<file path="src/rtl/fifo_nd_fwft.sv">
`default_nettype none
// ============================================================================
// Module      : fifo_nd_fwft
// Description : Synchronous first-word-fall-through FIFO backed by a
//               DEPTH-entry circular buffer. b_data always presents the head
//               entry. With BYPASS=1, an empty FIFO passes a_data straight
//               through to b in the same cycle.
//
// Ports       : clk           - clock, rising-edge active
//               rst           - synchronous active-high reset
//               flush         - synchronous discard of all stored entries
//               a_data/a_valid/a_ready - write side handshake
//               a_almost_full - registered occupancy >= AFULL_THRESH
//               b_data/b_valid/b_ready - read side handshake (FWFT)
//               count         - stored-entry occupancy
//               ovf_err       - sticky: write attempted while full
// Revision    : 1.0 - initial release
// ============================================================================
module fifo_nd_fwft #(
    parameter int WIDTH        = 64,
    parameter int DEPTH        = 4,
    parameter int AFULL_THRESH = 1,
    parameter int BYPASS       = 1
) (
    input  logic                       clk,
    input  logic                       rst,
    input  logic                       flush,
    input  logic [WIDTH-1:0]           a_data,
    input  logic                       a_valid,
    output logic                       a_ready,
    output logic                       a_almost_full,
    output logic [WIDTH-1:0]           b_data,
    output logic                       b_valid,
    input  logic                       b_ready,
    output logic [$clog2(DEPTH+1)-1:0] count,
    output logic                       ovf_err
);

    localparam int ADDR_W = $clog2(DEPTH);
    localparam int CNT_W  = $clog2(DEPTH + 1);

    localparam logic [CNT_W-1:0] c_full_cnt  = CNT_W'(DEPTH);
    localparam logic [CNT_W-1:0] c_afull_cnt = CNT_W'(AFULL_THRESH);
    localparam logic             c_bypass    = (BYPASS != 0);

    // Storage (not reset) and control state
    logic [WIDTH-1:0]  mem_q [DEPTH];
    logic [ADDR_W-1:0] rd_ptr_q, rd_ptr_d;
    logic [ADDR_W-1:0] wr_ptr_q, wr_ptr_d;
    logic [CNT_W-1:0]  count_q,  count_d;
    logic              ovf_err_q, ovf_err_d;

    logic w_empty;
    logic w_full;
    logic w_push;
    logic w_pop;
    logic w_pass;
    logic w_wr_en;
    logic w_rd_adv;

    // ------------------------------------------------------------------------
    // Handshake and datapath
    // ------------------------------------------------------------------------
    always_comb begin
        w_empty = (count_q == '0);
        w_full  = (count_q == c_full_cnt);

        a_ready = !w_full && !flush;
        b_valid = !flush && (!w_empty || (c_bypass && a_valid));
        b_data  = w_empty ? a_data : mem_q[rd_ptr_q];

        w_push  = a_valid && a_ready;
        w_pop   = b_valid && b_ready;

        // Pass-through: an empty FIFO hands the word directly to b and never
        // stores it. Only reachable with BYPASS=1, since b_valid is low on an
        // empty FIFO otherwise.
        w_pass   = w_empty && w_push && w_pop;
        w_wr_en  = w_push && !w_pass;
        w_rd_adv = w_pop && !w_empty;

        a_almost_full = (count_q >= c_afull_cnt);
        count         = count_q;
        ovf_err       = ovf_err_q;
    end

    // ------------------------------------------------------------------------
    // Next-state computation
    // ------------------------------------------------------------------------
    always_comb begin
        rd_ptr_d  = rd_ptr_q;
        wr_ptr_d  = wr_ptr_q;
        count_d   = count_q;
        ovf_err_d = ovf_err_q;

        if (rst) begin
            rd_ptr_d  = '0;
            wr_ptr_d  = '0;
            count_d   = '0;
            ovf_err_d = 1'b0;
        end else if (flush) begin
            // Flush empties storage but leaves the error flag visible
            rd_ptr_d = '0;
            wr_ptr_d = '0;
            count_d  = '0;
        end else begin
            // Pointers wrap DEPTH-1 -> 0 through natural overflow
            if (w_wr_en) begin
                wr_ptr_d = wr_ptr_q + ADDR_W'(1);
            end
            if (w_rd_adv) begin
                rd_ptr_d = rd_ptr_q + ADDR_W'(1);
            end
            case ({w_wr_en, w_rd_adv})
                2'b10:   count_d = count_q + CNT_W'(1);
                2'b01:   count_d = count_q - CNT_W'(1);
                default: count_d = count_q;
            endcase
            if (a_valid && w_full) begin
                ovf_err_d = 1'b1;
            end
        end
    end

    // ------------------------------------------------------------------------
    // State registers
    // ------------------------------------------------------------------------
    always_ff @(posedge clk) begin
        rd_ptr_q  <= rd_ptr_d;
        wr_ptr_q  <= wr_ptr_d;
        count_q   <= count_d;
        ovf_err_q <= ovf_err_d;
    end

    always_ff @(posedge clk) begin
        if (w_wr_en) begin
            mem_q[wr_ptr_q] <= a_data;
        end
    end

endmodule
`default_nettype wire

</file>
<file path="config.mk">
export PLATFORM = sky130hd
export DESIGN_NAME = fifo_nd_fwft
export DESIGN_NICKNAME = d
export VERILOG_FILES = /design/src/rtl/fifo_nd_fwft.sv
export SDC_FILE = /design/constraint.sdc
export NUM_CORES = 1
export LEC_CHECK = 0
export ABC_AREA = 0
export BUFFER_PORTS_ARGS = -buffer_cell sky130_fd_sc_hd__buf_2
export CAP_MARGIN = 15
export CORE_MARGIN = 2
export CORE_UTILIZATION = 44
export DETAILED_ROUTE_END_ITERATION = 10
export PLACE_DENSITY = 0.72
export SETUP_SLACK_MARGIN = 0.3
export SLEW_MARGIN = 30
export SYNTH_ARGS = -nofsm -noshare
export SYNTH_HDL_FRONTEND = slang
export SYNTH_SLANG_ARGS = --single-unit
</file>
<file path="constraint.sdc">
create_clock -name clk -period 3.15 [get_ports clk]
set_clock_uncertainty 0.15 [all_clocks]
set_input_delay 0.4725 -clock clk [delete_from_list [all_inputs] [get_ports clk]]
set_output_delay 0.4725 -clock clk [all_outputs]
set_load 0.03 [all_outputs]
</file>
==> impl_metrics.yaml, run 1 <==
critical_path:
  cpMaxStageDelayCell: "sky130_fd_sc_hd__dfxtp_2"
  arrival_ns: 2.17
  critical_path_peak_fanout: 16
  worstPathCellList: "inv_2 -> ha_4 -> nor2b_4 -> nor2_4 -> buf_8 -> a221oi_4 -> buf_4"
  crit_path_end_kind: "primary output"
  worstSetupStartpointType: "flop"
  critical-path-max-stage-delay_ns: 0.34
  path_delay_family: "buffers and inverters"
  timing_worst_setup_path_type: "reg -> out"
  worstPathBufferInverterCount: 3
  worst_path_required_ns: 2.53
global_routing:
  antenna_found_initial: 3
  gr-usage-met1: 0.2430
  globalRoute.busiestLayer: "met2"
  met2_usage: 0.2934
  grt_overflow_total: 0
  gr-usage-all-layers: 0.1770
  wire_length_of_the_first_global_routing_pass_mm: 35.43
  groute.layer.met3.usage: 0.03166
  largest_net_degree_at_the_start_of_global_routing: 43
  vias_in_the_first_global_route: 6090
floorplan:
  die-width_microns: 161.9
  die_area_sq_um: 26230
  die_y_microns: 161.9
  floorplan.initialDensity: 0.4500
  placeableCoreArea_sq_um: 24390
  ios: 140
  fp-row-count: 57
sta:
  setup_tns_ns: 0
  hold_viol_final: 0
  grt_setup_unrepaired: "yes"
  maxSlewViolCount: 0
  max-slew-margin-rel: 0.6272
  timing_worst_slew_pin_value_ns: 0.5580
  timing.final.crit_share: 0.8875
  fmaxAchievable_mhz: 357.7
  post-route-min-period_ns: 2.796
  final-setup-viol-count: 0
logic_synthesis:
  post_synth_num_cell_types: 32
  post_synthesis_sequential_area_ratio: 0.7186
  synth-edff-count: 256
  share_of_async_settable_or_async_resettable_flops_after_synthesis: 0
  syn_area_per_cell_sq_um: 17.88
  synthCells: 614
  synth_cell_area_sq_um: 10980
  ys_flop_type: "sky130_fd_sc_hd__edfxtp_1"
  synth_seq_cells: 266
  yosysWarningCount: 0
  synth_fp_nets: 692
place:
  place_hpwl_mm: 12.70
  placement_cell_area_sq_um: 12150
  numPortBuffers: 139
  place.gp.congestion: 0.7354
drt:
  via_per_inst: 5.429
  vias: 6118
  drt_pre_antenna_iters: 4
  initialDrtViolationCount: 584
  drc: 0
  postRouteAntennaNets: 0
  wl_mm: 24.37
  routedWlPerCell_microns: 21.62
cts:
  cts_root_buffer: "sky130_fd_sc_hd__clkbuf_16"
  cts_htree_levels: 1
  number_of_clock_sinks: 266
  worstSkewPairLatency_ns: 0.53
  clock_path_buffers: 3
  cts_tree: "yes"
  cts_buffers: 26
  worst_setup_hold_path_clk_slew_ns: 0.06
pwr:
  p_per_area_nw_per_um2: 572.3
  p_leak_nw: 4.509
  vdd.ir_drop.worst_mv: 0.3305
run_status:
  run_status: "finished, final reports clean"
layout:
  layout_common_cells: "sky130_fd_sc_hd__edfxtp_1 (256), sky130_fd_sc_hd__mux2i_1 (129), sky130_fd_sc_hd__buf_2 (84), sky130_fd_sc_hd__nor2_1 (70), sky130_fd_sc_hd__buf_4 (55)"
  drive_above_1_share: 0.3588
  finish.net_count: 859
  final_cell_area_sq_um: 13650
  layout.cells.most_common: "sky130_fd_sc_hd__edfxtp_1"
  area.growth.synth_to_final_pct: 24.31
min_path:
  worstHoldPathType: "in -> reg"
job:
  maxCapViolations: 0
timing repair:
action | CTS | global route
buffers inserted | 6 | 0
endpoints found under the setup margin | 65 | 62
resized for setup | 59 | 81
pin swaps | 3 | 1
endpoints found under the hold margin | 1 | 0
hold buffers | 1 | 0
gates cloned | 6 | 3
state kept, by name, indices dropped and copies added (netlist names), named ones only:
| register | count |
|---|---|
| rd_ptr_q | 2 |
| mem_q | 256 |
| wr_ptr_q | 2 |
| count | 3 |
| ovf_err | 1 |
cells by family after synthesis:
group | after synthesis | share of synthesized area
fa+ha+maj | 9 | 0.01026
simple gates | 89 | 0.03659
buf+inv | 42 | 0.02280
flops | 266 | 0.7186
xor+xnor | 2 | 0.001596
mux | 129 | 0.1176
compound gates | 77 | 0.09256
area by class of cell:
cell class,count,area (sq um)
Sequential cell,266,7898
Tap cell,324,405.4
Clock inverter,10,123.9
Multi-Input combinational cell,309,3060
Fill cell,1928,10750
Timing Repair Buffer,171,1381
Clock buffer,37,743.2
Inverter,7,26.28
Antenna cell,3,7.507
stage by stage:
step | setup WS, ns | std cells | total power (W) | utilization | hold slack (ns)
after floorplan | 0.4858 | 614 | 0.004392 | - | 0.3029
after global placement | 0.3482 | 1061 | 0.004606 | 0.4979 | 0.3067
after detailed placement | 0.2925 | 1061 | 0.004618 | 0.4979 | 0.3160
after CTS | 0.3115 | 1121 | 0.007809 | 0.5499 | 0.0002679
after global routing | 0.2761 | 1124 | 0.008051 | 0.5591 | 0.01084
final | 0.3543 | 1127 | 0.007810 | 0.5595 | 0.02385
metal layers:
metal | part of all wire | wire, microns | vias up
li1 | - | - | 2814
met3 | 0.048 | 1165 | 41
met4 | 0.021 | 510 | 2
met2 | 0.48 | 11750 | 153
met1 | 0.45 | 10930 | 3108
met5 | 0.00045 | 11 | -
synthesized netlist by cell type, types with 2 or more instances:
| cell | count | area (sq um) |
|---|---|---|
| sky130_fd_sc_hd__a221oi_1 | 3 | 26.28 |
| sky130_fd_sc_hd__a221oi_2 | 61 | 915.9 |
| sky130_fd_sc_hd__buf_2 | 23 | 115.1 |
| sky130_fd_sc_hd__and3_1 | 4 | 25.02 |
| sky130_fd_sc_hd__edfxtp_1 | 256 | 7687 |
| sky130_fd_sc_hd__dfxtp_1 | 10 | 200.2 |
| sky130_fd_sc_hd__clkbuf_1 | 3 | 11.26 |
| sky130_fd_sc_hd__or4_1 | 2 | 15.01 |
| sky130_fd_sc_hd__o31ai_1 | 2 | 15.01 |
| sky130_fd_sc_hd__o21ai_0 | 4 | 20.02 |
| sky130_fd_sc_hd__nor2_1 | 70 | 262.8 |
| sky130_fd_sc_hd__buf_6 | 8 | 90.09 |
| sky130_fd_sc_hd__xor2_1 | 2 | 17.52 |
| sky130_fd_sc_hd__ha_1 | 9 | 112.6 |
| sky130_fd_sc_hd__inv_1 | 7 | 26.28 |
| sky130_fd_sc_hd__a21oi_1 | 5 | 25.02 |
| sky130_fd_sc_hd__mux2i_1 | 129 | 1291 |
| sky130_fd_sc_hd__nand4_1 | 2 | 12.51 |
worst paths after layout:
kind	slack, ns	endpoint	start	cells after the start
setup / recovery	0.35	b_data[61]	count[1]	7
hold / removal	0.02	mem_q[3][22]	a_data[22]	1
setup reg to reg	0.89	count[2]	count[1]	10
hold reg to reg	0.33	ovf_err	ovf_err	2
power by group:
part | internal (W) | switching, W | leakage (nW)
clock network | 0.00188 | 0.00126 | 0.423
registers | 0.00391 | 0.00000955 | 2.40
logic | 0.000275 | 0.000474 | 1.69
total | 0.00607 | 0.00174 | 4.51
No activity file was read; power rests on OpenSTA's default activity.
==> inputs of run 2 (changes only) <==
- RECOVER_POWER: default -> 100
==> run 2 against run 1 <==
  * Worst hold slack improved by 0.066 ns
  * Global-route usage unchanged
  * Wire length decreased by 0.26%
  * Sequential share of layout area increased by 1.2 points
  * Combinational power decreased by 6.1%
  * Clock power about the same
  * Sequential power about the same
  * Via count decreased by 1.0%
  * First-iteration DRC count decreased by 7.5%
  * Final cell count decreased by 0.18%
  * Utilization decreased by 1.2 points
  * Largest cell class unchanged
==> impl_metrics.yaml, run 2 (synthesized netlist as in run 1, its figures left out) <==
sta:
  final_critical_path_setup_slack_ns: 0.2340
  maxSlewViolCount: 0
  hold_viol_final: 0
  timing.final.crit_share: 0.9257
  fmaxAchievable_mhz: 342.9
  post-route-min-period_ns: 2.916
  grt_setup_unrepaired: "yes"
  setup_tns_ns: 0
  final-setup-viol-count: 0
  timing_worst_slew_pin_value_ns: 1.164
  max-slew-margin-rel: 0.2238
global_routing:
  grt_overflow_total: 0
  vias_in_the_first_global_route: 6090
  gr-usage-met1: 0.2430
  gr-usage-all-layers: 0.1770
  antenna_found_initial: 1
  globalRoute.busiestLayer: "met2"
  largest_net_degree_at_the_start_of_global_routing: 43
  wire_length_of_the_first_global_routing_pass_mm: 35.43
  groute.layer.met3.usage: 0.03166
  met2_usage: 0.2934
place:
  place.gp.congestion: 0.7354
  numPortBuffers: 139
  place_worst_setup_slack_ns: 0.2925
  place_hpwl_mm: 12.70
drt:
  postRouteAntennaNets: 0
  vias: 6054
  routedWlPerCell_microns: 21.60
  drt_pre_antenna_iters: 4
  initialDrtViolationCount: 540
  drc: 0
  wl_mm: 24.30
  via_per_inst: 5.381
critical_path:
  crit_path_end_kind: "primary output"
  timing_worst_setup_path_type: "reg -> out"
  arrival_ns: 2.29
  worst_path_required_ns: 2.53
  critical_path_peak_fanout: 6
  worstSetupStartpointType: "flop"
cts:
  worst_setup_hold_path_clk_slew_ns: 0.06
  cts_tree: "yes"
  cts_buffers: 26
  worstSkewPairLatency_ns: 0.53
  cts_root_buffer: "sky130_fd_sc_hd__clkbuf_16"
  number_of_clock_sinks: 266
  cts_htree_levels: 1
  clock_path_buffers: 3
min_path:
  worstHoldPathType: "in -> reg"
layout:
  largest-register: "mem_q"
  drive_above_1_share: 0.2613
  area.growth.synth_to_final_pct: 21.67
  finish.net_count: 859
  layout.cells.most_common: "sky130_fd_sc_hd__edfxtp_1"
  layout.core_utilization: 0.5476
  layout_common_cells: "sky130_fd_sc_hd__edfxtp_1 (256), sky130_fd_sc_hd__mux2i_1 (129), sky130_fd_sc_hd__clkbuf_1 (81), sky130_fd_sc_hd__nor2_1 (70), sky130_fd_sc_hd__a221oi_2 (48)"
  flip_flop_count_of_the_largest_register_all_copies_and_words_added: 256
floorplan:
  ios: 140
  placeableCoreArea_sq_um: 24390
  die-width_microns: 161.9
  floorplan.initialDensity: 0.4500
  fp-row-count: 57
  die_area_sq_um: 26230
  die_y_microns: 161.9
run_status:
  run_status: "finished, final reports clean"
job:
  maxCapViolations: 0
pwr:
  p_leak_nw: 4.254
  p_per_area_nw_per_um2: 581.2
  vdd.ir_drop.worst_mv: 0.3293
==> run 2: cell types whose count changed in the layout (fill, tap and decap cells not counted), sizes merged <==
cell / before / now
buf: 167 / 56
clkbuf: 40 / 151
diode: 3 / 1
==> run 2: routing by layer <==
layer  vias to the layer above  share of wire
li1                       2810              -
met1                      3037           0.44
met2                       168           0.48
met3                        39          0.060
met4                         0          0.021
met5                         -              0
==> run 2: path summary, 6_finish.rpt <==
check / startpoint / end / slack [ns] / cells past startpoint
max: count[1] / b_data[32] / 0.23 / 7
min: a_data[10] / mem_q[0][10] / 0.09 / 1
max reg2reg: count[1] / mem_q[1][54] / 0.32 / 7
min reg2reg: ovf_err / ovf_err / 0.33 / 2
==> run 2: power by group <==
| group | internal [W] | switching (W) |
|---|---|---|
| Clock | 0.00188 | 0.00126 |
| Combinational | 0.000231 | 0.000471 |
| Sequential | 0.00391 | 0.00000951 |
| Total | 0.00602 | 0.00174 |
==> run 2: what timing repair did <==
action,CTS,global route
cloned,6,3
gates resized for setup,59,81
buffers inserted,6,0
pin swaps,3,1
hold endpoints to repair,1,0
hold buffers,1,0
setup endpoints to repair,65,62
==> run 2: per-stage QoR <==
step | total power (W) | hold WS [ns] | std cells | area (sq um)
floorplan | 0.004392 | 0.3029 | 614 | 10980
global placement | 0.004606 | 0.3067 | 1061 | 12150
detailed placement | 0.004618 | 0.3160 | 1061 | 12150
CTS | 0.007809 | 0.0002679 | 1121 | 13410
global route | 0.008006 | 0.08402 | 1124 | 13350
finish | 0.007762 | 0.08977 | 1125 | 13360
==> run 2: final cells by class <==
class / instances / area, sq um
multi-input cells: 309 / 3047
clock inverters: 10 / 123.9
diodes: 1 / 2.502
repair buffers: 171 / 1111
inverters: 7 / 26.28
fillers: 1982 / 11040
clock buffers: 37 / 743.2
flip-flops and latches: 266 / 7896
well taps: 324 / 405.4
==> run 2: worst max-delay path, stage by stage, from the launching register on <==
cell,delay (ns)
sky130_fd_sc_hd__dfxtp_1,0.33
sky130_fd_sc_hd__inv_1,0.14
sky130_fd_sc_hd__ha_4,0.17
sky130_fd_sc_hd__nand2b_4,0.11
sky130_fd_sc_hd__and2_4,0.27
sky130_fd_sc_hd__buf_4,0.19
sky130_fd_sc_hd__a221oi_4,0.29
sky130_fd_sc_hd__clkbuf_2,0.25
==> inputs of run 3 (changes only) <==
- CORE_MARGIN: 2 -> default
==> run 3 against run 2 <==
  * Highest routed layer is now met5
  * Worst setup slack improved by 0.015 ns
  * Sequential power about the same
  * Critical path depth unchanged
  * Register-to-register slack improved by 0.06 ns
  * Non-clock buffer count increased by 11
  * Via count increased by 0.15%
  * Wire length decreased by 2.0%
  * Maximum frequency increased by 0.50%
  * Largest power group unchanged
  * Global-route usage about the same
  * Clock power about the same
  * Critical path type unchanged
  * Critical endpoint is now b_data[54]
==> impl_metrics.yaml, run 3 (synthesized netlist as in run 1, its figures left out) <==
run_status:
  run_status: "finished, final reports clean"
drt:
  wl_mm: 23.81
  drt_pre_antenna_iters: 5
  routedWlPerCell_microns: 20.92
  vias: 6063
  drc: 0
  via_per_inst: 5.328
  initialDrtViolationCount: 398
  postRouteAntennaNets: 0
global_routing:
  gr-usage-all-layers: 0.1771
  vias_in_the_first_global_route: 5954
  wire_length_of_the_first_global_routing_pass_mm: 34.82
  largest_net_degree_at_the_start_of_global_routing: 50
  antenna_found_initial: 2
  grt_overflow_total: 0
sta:
  worst_hold_margin_ns: 0.09502
  max-slew-margin-rel: 0.1855
  post-route-min-period_ns: 2.901
  hold_viol_final: 0
  timing.final.crit_share: 0.9211
  grt_setup_unrepaired: "yes"
  maxSlewViolCount: 0
  final-setup-viol-count: 0
  setup_tns_ns: 0
  fmaxAchievable_mhz: 344.7
  timing_worst_slew_pin_value_ns: 1.222
cts:
  worstSkewPairLatency_ns: 0.52
  cts_htree_levels: 1
  number_of_clock_sinks: 266
  clock_path_buffers: 3
  cts_tree: "yes"
  worst_setup_hold_path_clk_slew_ns: 0.06
  cts_buffers: 27
  cts_root_buffer: "sky130_fd_sc_hd__clkbuf_16"
layout:
  flip_flop_count_of_the_largest_register_all_copies_and_words_added: 256
  layout_common_cells: "sky130_fd_sc_hd__edfxtp_1 (256), sky130_fd_sc_hd__mux2i_1 (129), sky130_fd_sc_hd__clkbuf_1 (88), sky130_fd_sc_hd__nor2_1 (70), sky130_fd_sc_hd__a221oi_2 (54)"
  n_fill_cell: 1964
  area.growth.synth_to_final_pct: 22.83
  finish.net_count: 872
  layout.cells.most_common: "sky130_fd_sc_hd__edfxtp_1"
  drive_above_1_share: 0.2666
  largest-register: "mem_q"
  n_antenna_cell: 0
floorplan:
  die_y_microns: 159.9
  fp-row-count: 57
  placeableCoreArea_sq_um: 24390
  ios: 140
  die-width_microns: 159.9
  die_area_sq_um: 25580
  floorplan.initialDensity: 0.4500
critical_path:
  timing_worst_setup_path_type: "reg -> out"
  crit_path_end_kind: "primary output"
  worst_path_required_ns: 2.53
  arrival_ns: 2.28
  worstSetupStartpointType: "flop"
  critical_path_peak_fanout: 24
place:
  numPortBuffers: 139
  place.gp.congestion: 0.7854
  place_hpwl_mm: 12.50
pwr:
  p_per_area_nw_per_um2: 575.5
  vdd.ir_drop.worst_mv: 0.3865
  p_leak_nw: 4.318
job:
  maxCapViolations: 0
min_path:
  worstHoldPathType: "in -> reg"
## run 3: cell count changes in the layout (fill, tap and decap cells not counted), sizes merged
cell / change
buf: +27
clkbuf: -17
and2: +1
clkinv: +1
clkinvlp: +1
diode: -1
inv: +1
## run 3: worst max-delay path, cell delays in order (launching register included)
cell	delay [ns]
sky130_fd_sc_hd__dfxtp_1	0.34
sky130_fd_sc_hd__inv_1	0.12
sky130_fd_sc_hd__ha_4	0.18
sky130_fd_sc_hd__nor2b_4	0.20
sky130_fd_sc_hd__nor2_4	0.06
sky130_fd_sc_hd__buf_8	0.22
sky130_fd_sc_hd__a221oi_2	0.30
sky130_fd_sc_hd__clkbuf_1	0.34
## run 3: worst paths after layout
path	slack (ns)	endpoint	cells after the start	start
worst min-delay path	0.1	mem_q[0][40]	1	a_data[40]
worst max register to register	0.38	mem_q[2][35]	3	count[2]
worst max-delay path	0.25	b_data[54]	7	count[1]
worst min register to register	0.33	flop	2	rd_ptr_q[1]
## run 3: layout make-up
class / instances / area [sq um] / share of cell area
Clock buffer: 36 / 739.5 / 0.05484
Multi-Input combinational cell: 310 / 3009 / 0.2232
Tap cell: 324 / 405.4 / 0.03007
Timing Repair Buffer: 182 / 1265 / 0.09382
Clock inverter: 13 / 140.1 / 0.01039
Sequential cell: 266 / 7895 / 0.5856
Inverter: 7 / 28.78 / 0.002134
## run 3: metal layers
layer / up-vias / GRT usage / share of wire
met2: 169 / 0.2848 / 0.48
met3: 30 / 0.03221 / 0.048
met1: 3040 / 0.2507 / 0.45
met5: - / 0 / 0.0013
li1: 2820 / - / -
met4: 4 / 0.04113 / 0.014
## run 3: per-stage QoR
step                      total power, W  setup WS, ns    util  cell area (sq um)  std cells
final                           0.007759        0.2485  0.5528              13480       1138
after detailed placement        0.004622        0.2661  0.4983              12150       1062
after global routing            0.008022        0.1419  0.5528              13480       1138
after CTS                       0.007807        0.3063  0.5464              13330       1121
after global placement          0.004612        0.3374  0.4983              12150       1062
after floorplan                 0.004392        0.4858       -              10980        614
## run 3: where the power goes
group / switching [W] / internal [W]
Sequential: 0.00000903 / 0.00391
Combinational: 0.000458 / 0.000231
Clock: 0.00126 / 0.00189
Total: 0.00173 / 0.00603
## run 3: repair_timing
item	in CTS	in global routing
setup buffers	5	13
setup endpoints to repair	64	64
hold endpoints to repair	1	0
hold buffers	1	0
pin swaps	2	6
cloned	4	4
gates resized for setup	47	63
